File: src/rtl/systolic_pkg.sv
// Shared types and defaults for the 2x2 systolic array front end.
package systolic_pkg;

  localparam int BITWIDTH = 4;
  localparam int FIFO_DEPTH_DEFAULT = 4;
  localparam int DRAIN_CYCLES_DEFAULT = 3;

  typedef enum logic [1:0] {IDLE, W1, STREAM, DRAIN} feeder_state_t;

  typedef struct packed {
    logic                last;
    logic [BITWIDTH-1:0] data;
  } act_entry_t;

endpackage

File: src/rtl/systolic_feeder_2x2_fifo.sv
// Activation buffer: synchronous FIFO, async reset, registered storage (no pass-through).
module feeder_fifo #(
  parameter int WIDTH = 5,
  parameter int DEPTH = 4
) (
  input  logic                   clk,
  input  logic                   reset,
  input  logic                   push,
  input  logic [WIDTH-1:0]       push_data,
  input  logic                   pop,
  output logic [WIDTH-1:0]       pop_data,
  output logic                   full,
  output logic                   empty,
  output logic [$clog2(DEPTH):0] count
);

  localparam int AW = $clog2(DEPTH);

  logic [WIDTH-1:0] mem_q [DEPTH];
  logic [AW-1:0]    wr_ptr_q, wr_ptr_d;
  logic [AW-1:0]    rd_ptr_q, rd_ptr_d;
  logic [AW:0]      count_q, count_d;

  // DEPTH is a power of two, so pointer overflow is the modulo wrap.
  always_comb begin
    wr_ptr_d = wr_ptr_q + AW'(push);
    rd_ptr_d = rd_ptr_q + AW'(pop);
    count_d  = count_q + (AW+1)'(push) - (AW+1)'(pop);
  end

  always_ff @(posedge clk or posedge reset) begin
    if (reset) begin
      wr_ptr_q <= '0;
      rd_ptr_q <= '0;
      count_q  <= '0;
    end else begin
      wr_ptr_q <= wr_ptr_d;
      rd_ptr_q <= rd_ptr_d;
      count_q  <= count_d;
    end
  end

  always_ff @(posedge clk) begin
    if (push) mem_q[wr_ptr_q] <= push_data;
  end

  assign pop_data = mem_q[rd_ptr_q];
  assign full     = (count_q == (AW+1)'(DEPTH));
  assign empty    = (count_q == '0);
  assign count    = count_q;

  a_no_push_full: assert property (@(posedge clk) disable iff (reset) !(push && full));
  a_no_pop_empty: assert property (@(posedge clk) disable iff (reset) !(pop && empty));

endmodule

File: src/rtl/systolic_feeder_2x2.sv
// Sequencer for the 2x2 systolic core: two weight preload beats, activation stream, zero drain.
module systolic_feeder_2x2
  import systolic_pkg::*;
#(
  parameter int BITWIDTH     = systolic_pkg::BITWIDTH,
  parameter int DEPTH        = systolic_pkg::FIFO_DEPTH_DEFAULT,
  parameter int DRAIN_CYCLES = systolic_pkg::DRAIN_CYCLES_DEFAULT
) (
  input  logic                  clk,
  input  logic                  reset,
  input  logic                  w_valid,
  output logic                  w_ready,
  input  logic [2*BITWIDTH-1:0] w_data,
  input  logic                  a_valid,
  output logic                  a_ready,
  input  logic [BITWIDTH-1:0]   a_data,
  input  logic                  a_last,
  output logic                  preload_en,
  output logic [BITWIDTH-1:0]   din0,
  output logic [BITWIDTH-1:0]   din1,
  output logic                  busy,
  output logic                  done
);

  localparam int CW = (DRAIN_CYCLES > 1) ? $clog2(DRAIN_CYCLES) : 1;

  // Handshakes: a beat transfers on a rising edge where valid && ready are both high;
  // ready depends only on FSM state and FIFO fill, never on the matching valid.

  feeder_state_t         state_q, state_d;
  logic                  preload_q, preload_d;
  logic [BITWIDTH-1:0]   din0_q, din0_d;
  logic [BITWIDTH-1:0]   din1_q, din1_d;
  logic                  done_q, done_d;
  logic [CW-1:0]         cnt_q, cnt_d;

  logic                  fifo_push, fifo_pop;
  logic [BITWIDTH:0]     fifo_rd;
  logic                  fifo_full, fifo_empty;
  logic [$clog2(DEPTH):0] fifo_count;
  logic                  pop_last;
  logic [BITWIDTH-1:0]   pop_data;

  assign w_ready   = (state_q == IDLE) || (state_q == W1);
  assign a_ready   = !fifo_full;
  assign busy      = (state_q != IDLE);
  assign fifo_push = a_valid && a_ready;
  assign pop_last  = fifo_rd[BITWIDTH];
  assign pop_data  = fifo_rd[BITWIDTH-1:0];

  feeder_fifo #(
    .WIDTH(BITWIDTH + 1),
    .DEPTH(DEPTH)
  ) u_fifo (
    .clk      (clk),
    .reset    (reset),
    .push     (fifo_push),
    .push_data({a_last, a_data}),
    .pop      (fifo_pop),
    .pop_data (fifo_rd),
    .full     (fifo_full),
    .empty    (fifo_empty),
    .count    (fifo_count)
  );

  always_comb begin
    state_d   = state_q;
    preload_d = 1'b0;
    din0_d    = '0;
    din1_d    = '0;
    done_d    = 1'b0;
    cnt_d     = cnt_q;
    fifo_pop  = 1'b0;
    case (state_q)
      IDLE, W1: begin
        if (w_valid) begin
          preload_d        = 1'b1;
          {din1_d, din0_d} = w_data;
          state_d          = (state_q == IDLE) ? W1 : STREAM;
        end
      end
      STREAM: begin
        // An empty FIFO leaves a zero bubble on din0 rather than stalling the core.
        if (!fifo_empty) begin
          fifo_pop = 1'b1;
          din0_d   = pop_data;
          if (pop_last) begin
            cnt_d   = CW'(DRAIN_CYCLES - 1);
            state_d = DRAIN;
          end
        end
      end
      DRAIN: begin
        if (cnt_q == '0) begin
          done_d  = 1'b1;
          state_d = IDLE;
        end else begin
          cnt_d = cnt_q - 1'b1;
        end
      end
      default: state_d = IDLE;
    endcase
  end

  always_ff @(posedge clk or posedge reset) begin
    if (reset) begin
      state_q   <= IDLE;
      preload_q <= 1'b0;
      din0_q    <= '0;
      din1_q    <= '0;
      done_q    <= 1'b0;
      cnt_q     <= '0;
    end else begin
      state_q   <= state_d;
      preload_q <= preload_d;
      din0_q    <= din0_d;
      din1_q    <= din1_d;
      done_q    <= done_d;
      cnt_q     <= cnt_d;
    end
  end

  assign preload_en = preload_q;
  assign din0       = din0_q;
  assign din1       = din1_q;
  assign done       = done_q;

  a_count_range: assert property (@(posedge clk) disable iff (reset) fifo_count <= DEPTH);

endmodule

File: config.mk
export PLATFORM = sky130hd
export DESIGN_NAME = systolic_feeder_2x2
export DESIGN_NICKNAME = d
export VERILOG_FILES = /design/src/rtl/systolic_pkg.sv /design/src/rtl/systolic_feeder_2x2_fifo.sv /design/src/rtl/systolic_feeder_2x2.sv
export SDC_FILE = /design/constraint.sdc
export NUM_CORES = 1
export LEC_CHECK = 0
export BUFFER_PORTS_ARGS = -buffer_cell sky130_fd_sc_hd__buf_4
export CORE_MARGIN = 3
export CORE_UTILIZATION = 39
export DETAILED_ROUTE_END_ITERATION = 6
export GPL_ROUTABILITY_DRIVEN = 0
export PLACE_DENSITY = 0.57
export SLEW_MARGIN = 0
export SYNTH_ARGS = -nofsm -noshare
export SYNTH_HDL_FRONTEND = slang
export SYNTH_SLANG_ARGS = --single-unit
File: constraint.sdc
create_clock -name clk -period 2.7 [get_ports clk]
set_input_delay 0.54 -clock clk [delete_from_list [all_inputs] [get_ports clk]]
set_output_delay 0.54 -clock clk [all_outputs]
set_load 0.05 [all_outputs]
======== Word level (Yosys, flattened, before mapping) ========
Memory sizes are Yosys's and may differ from the RTL's.
Index checks and enable logic that the tools add are counted.
storage, ports and cells
  register bits after elaboration ......... 21
  memories ................................ 1
  output and inout port bits .............. 13
  memory bits (writable) .................. 20
  word-level logic and storage cells ...... 58
  bits of input ports ..................... 17
operators by class
  reduce and logical (&&, ||, !) cells .... 11
  eq/ne operators ......................... 9
  add/subtract/negate cells ............... 5
  muxes and demuxes ....................... 23
memory list
  name          words  bits a word  rd ports  clocked after memory_dff  wr ports  RTL line                        source
  u_fifo.mem_q  4      5            1         0                         1         systolic_feeder_2x2_fifo.sv:19  logic [WIDTH-1:0] mem_q [DEPTH];
operators with widths
  kind                                                 count
  two-way mux 2 bit                                    8
  two-way mux 4 bit                                    4
  != test 2 bit, second input constant                 5
  two-way mux 1 bit                                    8
  one-hot mux 4 bit (2 select lines)                   1
  AND reduction 4 bit                                  2
  one-hot mux 2 bit (3 select lines)                   1
  adder 2 x 1 -> 2 bit                                 2
  equality test 2 bit, second input constant           2
  zero test 2 bit                                      2
  one-hot mux 2 bit (2 select lines)                   1
  nonzero test 2 bit                                   2
  adder 3 x 1 -> 3 bit                                 1
  equality test 3 bit, second input constant           1
  zero test 3 bit                                      1
  subtractor 3 x 1 -> 3 bit                            1
  equality test 2 x 1 -> 1 bit, second input constant  1
  OR reduction 2 bit                                   1
  subtractor 2 x 1 -> 2 bit, second input constant     1
  logical AND 1 bit                                    1
  zero test 1 bit                                      1
  logical OR 1 bit                                     1

======== Depth between registers and ports, before layout ========
Gate-level depths: netlist of run 1.
  depth after elaboration ................. 5
  depth in mapped cells ................... 9
  gate-level depth less buffers ........... 9

======== Cells and area by module ========
From an unflattened synthesis of run 1, not the netlist that was laid out.
second synthesis, totals
  cell total of the unflattened synthesis .. 118
  area total of the unflattened synthesis .. 1796.7 um2
modules (own cells, without submodules)
  module               seq. area each (um2)  area each (um2)  instances  cells an instance
  feeder_fifo          775.7                 1077.3           1          53
  systolic_feeder_2x2  350.3                 719.4            1          65

======== Least setup slack after synthesis of run 1 ========
Ideal clock, no wire load.
  path type ............................... register -> register
  start ................................... register state_q[0]
  end ..................................... register u_fifo.count_q[2] (netlist: u_fifo.count[2])
  arrival time ............................ 2047 ps
  period minus slack after synthesis ...... 2170 ps
  required time ........................... 2577 ps
  path slack .............................. 530 ps
  library setup time ...................... 123 ps
  buffers on the path ..................... 0
  cell stages (with the launch flop) ...... 10
  path through ............................ dfrtp_1 -> inv_1 -> ha_1 -> nor2b_1 -> ha_1 -> inv_1 -> ha_1 -> fa_1 -> xnor2_1 -> xnor2_1
on the way
  cells in the longest elaborated chain, start to end .. 3
RTL lines
  element                    RTL line                        source
  start: declaration         systolic_feeder_2x2.sv:30       feeder_state_t state_q, state_d;
  start signal: assignment   systolic_feeder_2x2.sv:114      state_q <= state_d;
  equality test 2 bit        systolic_feeder_2x2.sv:74       case (state_q)
  two-way mux 1 bit          systolic_feeder_2x2.sv:74
  subtractor 3 x 1 -> 3 bit  systolic_feeder_2x2_fifo.sv:28  count_d = count_q + (AW+1)'(push) - (AW+1)'(pop);
  via u_fifo.count_d[2]      systolic_feeder_2x2_fifo.sv:22  logic [AW:0] count_q, count_d;
  end signal: assignment     systolic_feeder_2x2_fifo.sv:39  count_q <= count_d;
  end: declaration           systolic_feeder_2x2_fifo.sv:22
The timed path passes the listed nets, and every way through them passes these cells.
A chain may end at the register's enable or synchronous reset.

======== Worst setup path in the final report of run 1 ========
Same ends and word-level chain as after synthesis.

==> results of run 1 <==
## routing by layer
metal / track usage [%] / share of wire (%) / wire, µm / up-vias
met5: 0 / 0 / 0 / -
met4: 4.83 / 0.62 / 19 / 0
met3: 4.38 / 6.9 / 212 / 2
met2: 20.1 / 50 / 1530 / 29
met1: 14.3 / 42 / 1300 / 461
li1: - / - / - / 497
## critical path, stage by stage (launching register included)
cell and delay, ns:
dfrtp_1 0.42, inv_1 0.10, ha_1 0.28, nor2b_1 0.40, ha_1 0.20, inv_1 0.04
ha_1 0.20, fa_1 0.38, xnor2_1 0.18, xnor2_1 0.13
## area by class of cell
cell class	instances	area, µm²	area share, %
multi-input cells	65	576	26.7
flip-flops and latches	41	1130	52.2
repair buffers	31	233	10.8
clock buffers	5	68.8	3.19
well taps	50	62.6	2.90
inverters	13	48.8	2.26
clock inverters	3	41.3	1.92
## synth_stat cells, types with 2 or more instances
cell type	count	area share, %
nor2b_1	3	1.1
nand2_1	4	0.85
ha_1	9	6.4
mux2_4	2	1.7
a21oi_1	2	0.57
mux4_1	4	5.9
inv_1	13	2.8
xnor2_1	2	0.99
xor2_1	2	0.99
and2_1	6	2.1
dfrtp_1	21	30
nor2_1	11	2.3
a22oi_1	5	2.1
nor3_1	2	0.57
edfxtp_1	20	34
## metrics by stage
step / std cells / worst slack [ns]
finish: 208 / 0.305
global route: 208 / 0.103
CTS: 208 / 0.289
detailed placement: 200 / 0.310
global placement: 200 / 0.402
floorplan: 122 / 0.530
## logic make-up after synthesis
logic type	after synthesis
xor gates and xnor gates	4
buffers and inverters	16
muxes	7
AOI/OAI and AO/OA	13
and+or+nand+nor	31
adders and majority gates	10
DFF	41
## power by group through the flow
stage	Combinational (mW)	Clock [mW]	Sequential, mW
after CTS	1.12	0.493	0.985
after detailed placement	1.12	0	0.994
final	1.10	0.476	0.981
after floorplan	0.744	0	1.08
after global placement	1.08	0	0.987
after global routing	1.21	0.519	1.00
## sequential cells by signal, summed over array words and instances, names as in the netlist
name,flops
cnt_q,2
din1,4
u_fifo.wr_ptr_q,2
u_fifo.mem_q,20
preload_en,1
state_q,2
done,1
din0,4
u_fifo.rd_ptr_q,2
u_fifo.count,3
## worst max-delay path by stage
stage / from / endpoint / slack, ns / cells past startpoint
final: state_q[0]$_DFFE_PP0P_ / u_fifo.count[2]$_DFF_PP0_ / 0.30 / 9
after global routing: state_q[0]$_DFFE_PP0P_ / u_fifo.count[2]$_DFF_PP0_ / 0.10 / 9
after global placement: state_q[0]$_DFFE_PP0P_ / u_fifo.count[2]$_DFF_PP0_ / 0.40 / 9
after floorplan: state_q[0]$_DFFE_PP0P_ / u_fifo.count[2]$_DFF_PP0_ / 0.53 / 9
after detailed placement: state_q[0]$_DFFE_PP0P_ / u_fifo.count[2]$_DFF_PP0_ / 0.31 / 9
after CTS: state_q[0]$_DFFE_PP0P_ / u_fifo.count[2]$_DFF_PP0_ / 0.29 / 9
==> results.yml, run 1 <==
clock_network:
  numCtsBuffers: 5
  cts_max_level: 2
  clockRootBuffer: "clkbuf_8"
  cts_resized: 0
  cts_setup_buffers: 0
  cts_hold_buf: 0
  clk_pin_slew_worst_paths_ns: 0.08
  cts_tree: "built"
  clk_latency_ns: 0.29
  clkSinkCount: 41
  clockBufferDepth: 2
sta:
  hold_ws_ns: 0.411
  fin_crit_sh_pct: 88.7
  fin_skew_ns: 0.00878
  slew_violations: 0
  finalSetupTns_ns: 0
  layout_min_cycle_time_ns: 2.40
  relSlewSlack_pct: 45.0
  rsz0062_at_grt: "no"
  setup_viol_count_final: 0
  worstMarginPinSlew_ns: 0.824
  finalHoldViolations: 0
  max_freq_ghz: 0.417
floorplan:
  rows: 23
  dieArea_um2: 5380
  start_util_pct: 42.4
  core_area_um2: 4170
  die_y_um: 73.4
  pin_count: 30
  die_width_um: 73.4
synthesis:
  syn_area_per_cell_um2: 14.5
  synth_fp_nets: 149
  synth-compound-area-share_pct: 5.58
  synth-main-ff-cell: "dfrtp_1"
  synthAdderAreaFrac_pct: 7.49
  postSynthCellCount: 122
  synth_cell_types: 31
  ys_seq_area_share_pct: 63.6
  synth_edf_count: 20
  synth_top_family_by_area: "simple AND/OR/NAND/NOR gates"
  synth_area_um2: 1770
  synth_mux_area_share_pct: 8.20
  yosys.area_share.xor_xnor_pct: 1.98
  postSynth.asyncResetShare_pct: 51.2
  yosys_warnings: 0
  ys_seq_elements: 41
  synth_simple_gate_area_share_pct: 9.26
placed_design:
  dp_hpwl_mm: 2.29
  dpl_cell_area_um2: 2050
  io_buffer_count: 29
final_layout:
  layout.nets: 184
  final_cell_mix: "buf_4 (31), dfrtp_1 (21), edfxtp_1 (20), inv_1 (13), nor2_1 (11)"
  drive_gt1_share_pct: 27.2
  mostFrequentLayoutCell: "buf_4"
  diodes: 0
  area_growth_pct: 21.8
  final_core_util_pct: 51.7
  fill_cells: 354
  design_area_um2: 2160
drt:
  drc_errors: 0
  wl_per_cell_um: 14.7
  vias: 989
  drt-vias-per-instance: 4.75
  drt_iter0_markers: 36
  wirelength_mm: 3.05
  ant_nets: 0
  dr.pass1.iters: 4
power:
  finalPower_mw: 2.55
  peakVddDrop_uv: 450
  sw_frac_of_total_pct: 38.1
  power.density_nw_per_um2: 1180
  power.switching_uw: 973
  p_leak_nw: 0.973
  clkPwrFrac_pct: 18.6
  p_comb_share_pct: 42.9
  internal_power_mw: 1.58
  p_seq_share_pct: 38.4
global_route:
  grt_pass1_vias: 996
  grt_pass1_wl_mm: 4.73
  grt_max_degree: 22
  overflow: 0
  antenna_found_initial: 0
  grt_usage_pct: 12.1
setup_path:
  rr_worst_depth: 9
  worstPathMaxFanout: 7
  critPathLaunchType: "flop"
  arrival_ns: 2.61
  r2r_end: "u_fifo.count[2]$_DFF_PP0_"
  worstPathRequired_ns: 2.92
  reg2reg_from: "state_q[0]$_DFFE_PP0P_"
  r2r_slack_ns: 0.30
  worstSetupPathType: "reg -> reg"
  crit_path_end_kind: "flop"
worst_hold_path:
  hold_path.class: "in -> async"
run_status:
  status: "completed"
run:
  drv_cap: 0
(Power assumes the default switching activity.)
==> run 2, diff against run 1 <==
--- a/config.mk
+++ b/config.mk
@@ -5,12 +5,13 @@
 export SDC_FILE = /design/constraint.sdc
 export NUM_CORES = 1
 export LEC_CHECK = 0
+export ABC_AREA = 1
 export BUFFER_PORTS_ARGS = -buffer_cell sky130_fd_sc_hd__buf_4
 export CORE_MARGIN = 3
 export CORE_UTILIZATION = 39
 export DETAILED_ROUTE_END_ITERATION = 6
 export GPL_ROUTABILITY_DRIVEN = 0
-export PLACE_DENSITY = 0.57
+export PLACE_DENSITY = 0.56
 export SLEW_MARGIN = 0
 export SYNTH_ARGS = -nofsm -noshare
 export SYNTH_HDL_FRONTEND = slang
==> run 2 against run 1 <==
Die area grew 7.3%. Combinational power grew 16%. Non-clock buffer count shrank 2. Synthesized cell count grew 44%. Register-to-register slack gained 0.27 ns. Sequential cell count is the same. Via count grew 26%. Critical path type unchanged. Highest routed layer unchanged.
==> results.yml, run 2 <==
run_status:
  status: "completed"
final_layout:
  stdcell_count: 274
  area_growth_pct: 18.7
  fill_cells: 405
  drive_gt1_share_pct: 27.3
  layout.nets: 235
  final_cell_mix: "nand2_1 (33), buf_4 (29), nor2_1 (22), dfrtp_1 (21)"
  top_register: "u_fifo.mem_q"
  final_core_util_pct: 50.0
  diodes: 0
  largest_reg_flops: 20
  mostFrequentLayoutCell: "nand2_1"
global_route:
  antenna_found_initial: 0
  grt_usage_pct: 13.5
  overflow: 0
  grt_pass1_wl_mm: 6.15
  grt_max_degree: 22
  grt_pass1_vias: 1306
sta:
  layout_min_cycle_time_ns: 2.13
  max_freq_ghz: 0.470
  rsz0062_at_grt: "no"
  finalHoldViolations: 0
  finalSetupTns_ns: 0
  setup_viol_count_final: 0
  slew_violations: 0
  relSlewSlack_pct: 44.7
  worstMarginPinSlew_ns: 0.824
  fin_skew_ns: 0.00503
  fin_ws_ns: 0.574
  fin_crit_sh_pct: 78.8
synthesis:
  synth-main-ff-cell: "dfrtp_1"
  synth_area_um2: 1910
  ys_seq_elements: 41
  synth_top_family_by_area: "simple AND/OR/NAND/NOR gates"
  synth_simple_gate_area_share_pct: 19.9
  synth_area_leaders: "edfxtp_1 (31%), dfrtp_1 (28%), nand2_1 (6.5%)"
  yosys.area_share.xor_xnor_pct: 1.83
  synth_top_area_share_pct: 31.4
  postSynth.asyncResetShare_pct: 51.2
  synth_mux_area_share_pct: 0
  yosys-top-cells-count: "nand2_1 (33), nor2_1 (22), dfrtp_1 (21)"
  yosys_warnings: 0
  synth_fp_nets: 203
  postSynthCellCount: 176
  yosys.area.top_type: "edfxtp_1"
  synthAdderAreaFrac_pct: 6.94
  ys_seq_area_share_pct: 58.9
  synth_edf_count: 20
  yosysMostFrequentCell: "nand2_1"
  syn_area_per_cell_um2: 10.9
  synth-compound-area-share_pct: 5.50
  synth_cell_types: 22
run:
  drv_cap: 0
setup_path:
  worstSetupPathType: "reg -> reg"
  critPathLaunchType: "flop"
  path_cells: "inv_1 -> ha_1 -> inv_1 -> nor2_4 -> ha_1 -> inv_1 -> ha_1 -> fa_1 -> xor2_1"
  arrival_ns: 2.30
  crit_path_end_kind: "flop"
  critPathSlowestCell: "dfrtp_1"
  worstPathRequired_ns: 2.87
  critPathMaxStageDelay_ns: 0.39
  worstPathMaxFanout: 6
drt:
  ant_nets: 0
  dr.pass1.iters: 4
  drt_iter0_markers: 54
  vias: 1244
  drt-vias-per-instance: 4.54
  wirelength_mm: 3.37
  wl_per_cell_um: 12.3
  drc_errors: 0
placed_design:
  dp_hpwl_mm: 2.59
  place_inst: 266
  io_buffer_count: 29
  pre_cts_ws_ns: 0.576
clock_network:
  cts_hold_buf: 0
  cts_setup_buffers: 0
  clockBufferDepth: 2
  clkSinkCount: 41
  numCtsBuffers: 5
  clk_pin_slew_worst_paths_ns: 0.08
  cts_max_level: 2
  cts_resized: 0
  clockRootBuffer: "clkbuf_8"
  cts_tree: "built"
  clk_latency_ns: 0.29
power:
  power.density_nw_per_um2: 1190
  sw_frac_of_total_pct: 43.4
  p_seq_share_pct: 36.6
  p_leak_nw: 1.07
  clkPwrFrac_pct: 16.2
  p_comb_share_pct: 47.2
  peakVddDrop_uv: 390
  power.switching_mw: 1.17
  internal_power_mw: 1.53
floorplan:
  start_util_pct: 42.1
  die_y_um: 76.0
  dieArea_um2: 5770
  rows: 24
  die_width_um: 76.0
  pin_count: 30
  core_area_um2: 4530
worst_hold_path:
  hold_path.class: "in -> async"
-- run 2: cell types whose count changed in the layout (fill, tap and decap cells not counted), moves of 3 or more --
cell	delta
nand3_1	+8
a22oi_1	-5
nand3_2	+4
inv_1	+7
inv_2	+3
nor2_1	+11
mux4_1	-4
and2_1	-6
nand2_2	+4
nor2b_1	-3
a21oi_2	+5
o21ai_1	+8
nand2_1	+29
-- run 2: path summary, 6_finish.rpt --
check / start / end / slack, ns / cells past startpoint
max: state_q[0]$_DFFE_PP0P_ / u_fifo.count[2]$_DFF_PP0_ / 0.57 / 9
min: reset / din0[0]$_DFF_PP0_ / 0.41 / 2
max reg2reg: state_q[0]$_DFFE_PP0P_ / u_fifo.count[2]$_DFF_PP0_ / 0.57 / 9
min reg2reg: cnt_q[1]$_DFFE_PP0P_ / cnt_q[1]$_DFFE_PP0P_ / 0.49 / 2
max in group asynchronous: reset / u_fifo.count[2]$_DFF_PP0_ / 1.79 / 2
min in group clk: a_data[2] / u_fifo.mem_q[1][2]$_DFFE_PP_ / 0.44 / 1
-- run 2: critical path: cells and delay by family (launching register included) --
family	cells	cell delay (ns)
xor gates and xnor gates	1	0.17
adders and majority gates	4	1.09
buffers and inverters	3	0.28
DFF	1	0.39
and+or+nand+nor	1	0.08
-- run 2: kinds of logic after synthesis --
logic type | count (synthesis)
buf+inv | 27
fa+ha+maj | 10
flops | 41
xor+xnor | 4
compound gates | 15
simple gates | 79
-- run 2: cell type report --
type | count | area [µm²] | area share [%]
Clock buffer | 7 | 97.6 | 4.30
Tap cell | 65 | 81.3 | 3.59
Multi-Input combinational cell | 108 | 653 | 28.8
Clock inverter | 1 | 5.00 | 0.221
Sequential cell | 41 | 1130 | 49.7
Inverter | 23 | 86.3 | 3.81
Timing Repair Buffer | 29 | 218 | 9.60
-- run 2: power groups by stage --
stage                     clock [mW]  sequential (mW)  combinational (mW)
after detailed placement           0             1.01                1.30
after global placement             0            0.997                1.26
final                          0.438            0.991                1.28
after floorplan                    0             1.10               0.921
after CTS                      0.450            0.994                1.30
after global routing           0.488             1.02                1.45
-- run 2: metal layers --
layer,up-vias,GRT usage (%),wire [µm]
met2,33,21.4,1610
met1,578,17.0,1490
met3,6,4.61,215
met4,0,5.25,55
met5,-,0,0
li1,627,-,-
-- run 2: through the flow --
step / cell area (µm²) / total power, mW / hold slack [ns]
after detailed placement: 2160 / 2.30 / 0.468
after global routing: 2270 / 2.96 / 0.429
after CTS: 2270 / 2.74 / 0.428
after floorplan: 1910 / 2.02 / 0.442
final: 2270 / 2.71 / 0.406
after global placement: 2160 / 2.26 / 0.460
==> run 3, diff against run 2 <==
==> constraint.sdc (replaced) <==
create_clock -name clk -period 2.1 [get_ports clk]
set_input_delay 0.42 -clock clk [delete_from_list [all_inputs] [get_ports clk]]
set_output_delay 0.42 -clock clk [all_outputs]
set_load 0.05 [all_outputs]
==> run 3 against run 2 <==
Total power increased by 29%. Largest power group unchanged. Die area unchanged. Worst setup slack got worse by 0.45 ns. Critical path depth unchanged. Routed wire length increased by 0.59%. Clock power increased by 14%. Critical path type unchanged. Cell area increased by 2.2%. Core utilization increased by 1.1 points. Non-clock buffer count increased by 8.
==> results.yml, run 3 (synthesis results as in run 2) <==
final_layout:
  fill_cells: 418
  largest_reg_flops: 20
  mostFrequentLayoutCell: "buf_4"
  final_core_util_pct: 51.1
  area_growth_pct: 21.2
  drive_gt1_share_pct: 30.9
  stdcell_count: 282
  diodes: 0
  final_cell_mix: "buf_4 (37), nand2_1 (33), nor2_1 (22), dfrtp_1 (21)"
  layout.nets: 243
  top_register: "u_fifo.mem_q"
drt:
  drc_errors: 0
  wirelength_mm: 3.39
  ant_nets: 0
  drt-vias-per-instance: 4.35
  vias: 1227
  wl_per_cell_um: 12.0
  drt_iter0_markers: 72
  dr.pass1.iters: 4
placed_design:
  dp_hpwl_mm: 2.62
  place_inst: 273
  pre_cts_ws_ns: 0.0931
  io_buffer_count: 29
sta:
  max_freq_ghz: 0.505
  fin_ws_ns: 0.120
  relSlewSlack_pct: 45.0
  setup_viol_count_final: 0
  rsz0062_at_grt: "no"
  finalSetupTns_ns: 0
  layout_min_cycle_time_ns: 1.98
  fin_crit_sh_pct: 94.3
  hold_ws_ns: 0.289
  fin_skew_ns: 0.00426
  worstMarginPinSlew_ns: 0.824
  slew_violations: 0
  finalHoldViolations: 0
setup_path:
  critPathLaunchType: "flop"
  worstPathMaxFanout: 3
  arrival_ns: 2.15
  worstSetupPathType: "reg -> reg"
  worstPathRequired_ns: 2.27
  crit_path_end_kind: "flop"
floorplan:
  rows: 24
  die_width_um: 76.0
  dieArea_um2: 5770
  pin_count: 30
  die_y_um: 76.0
  start_util_pct: 42.1
  core_area_um2: 4530
global_route:
  grt_pass1_wl_mm: 5.82
  antenna_found_initial: 0
  grt_max_degree: 22
  grt_usage_pct: 12.7
  overflow: 0
  grt_pass1_vias: 1281
run:
  drv_cap: 0
clock_network:
  clk_pin_slew_worst_paths_ns: 0.08
  clkSinkCount: 41
  clockRootBuffer: "clkbuf_8"
  cts_tree: "built"
  cts_max_level: 2
  numCtsBuffers: 5
  clk_latency_ns: 0.29
  clockBufferDepth: 2
run_status:
  status: "completed"
power:
  power.density_nw_per_um2: 1510
  peakVddDrop_uv: 610
  p_leak_nw: 1.10
worst_hold_path:
  hold_path.class: "in -> async"
-- run 3: cell count changes in the layout (fill, tap and decap cells not counted) --
cell	delta
nand3_1	-1
clkinvlp_4	+1
clkbuf_1	-1
clkbuf_16	-1
buf_4	+8
clkinv_2	+1
nand3_2	+1
-- run 3: worst paths after layout --
path / startpoint / end / slack [ns] / cells after the start
setup / recovery: u_fifo.count[1]$_DFF_PP0_ / u_fifo.count[2]$_DFF_PP0_ / 0.12 / 9
hold / removal: reset / preload_en$_DFF_PP0_ / 0.29 / 2
setup reg to reg: u_fifo.count[1]$_DFF_PP0_ / u_fifo.count[2]$_DFF_PP0_ / 0.12 / 9
hold reg to reg: cnt_q[1]$_DFFE_PP0P_ / cnt_q[1]$_DFFE_PP0P_ / 0.48 / 2
max in group asynchronous: reset / done$_DFF_PP0_ / 1.30 / 2
min in group clk: a_data[0] / u_fifo.mem_q[2][0]$_DFFE_PP_ / 0.32 / 1
-- run 3: what timing repair did --
action,in CTS,in global routing
gates resized for setup,0,0
buffers inserted,0,1
hold buffers,0,0
endpoints found under the setup margin,0,1
-- run 3: per-layer routing --
layer | track usage [%] | share of wire (%)
met1 | 15.1 | 45
met2 | 21.0 | 47
met3 | 4.49 | 6.0
met4 | 4.89 | 1.9
met5 | 0 | 0
-- run 3: report_power, final --
group,internal [mW],switching (mW)
sequential,1.10,0.165
clock,0.229,0.270
combinational,0.630,1.09
-- run 3: layout make-up --
| type | instances | area, µm² | area share, % |
|---|---|---|---|
| sequential | 41 | 1130 | 48.6 |
| multi-input combinational | 108 | 658 | 28.4 |
| timing repair buffer | 37 | 278 | 12.0 |
| inverter | 23 | 86.3 | 3.73 |
| tap | 65 | 81.3 | 3.51 |
| clock buffer | 5 | 68.8 | 2.97 |
| clock inverter | 3 | 17.5 | 0.756 |
-- run 3: critical path, cell delays in order (launching register included) --
cell      delay [ns]
dfrtp_1         0.40
inv_1           0.17
nand3b_4        0.10
inv_1           0.12
nor2_4          0.04
ha_1            0.26
inv_1           0.04
ha_1            0.19
fa_1            0.37
xor2_1          0.17
-- run 3: stage by stage --
stage	area (µm²)	power, mW
after detailed placement	2220	3.02
after CTS	2310	3.52
after global routing	2320	3.79
after global placement	2220	2.97
final	2320	3.49
after floorplan	1920	2.60
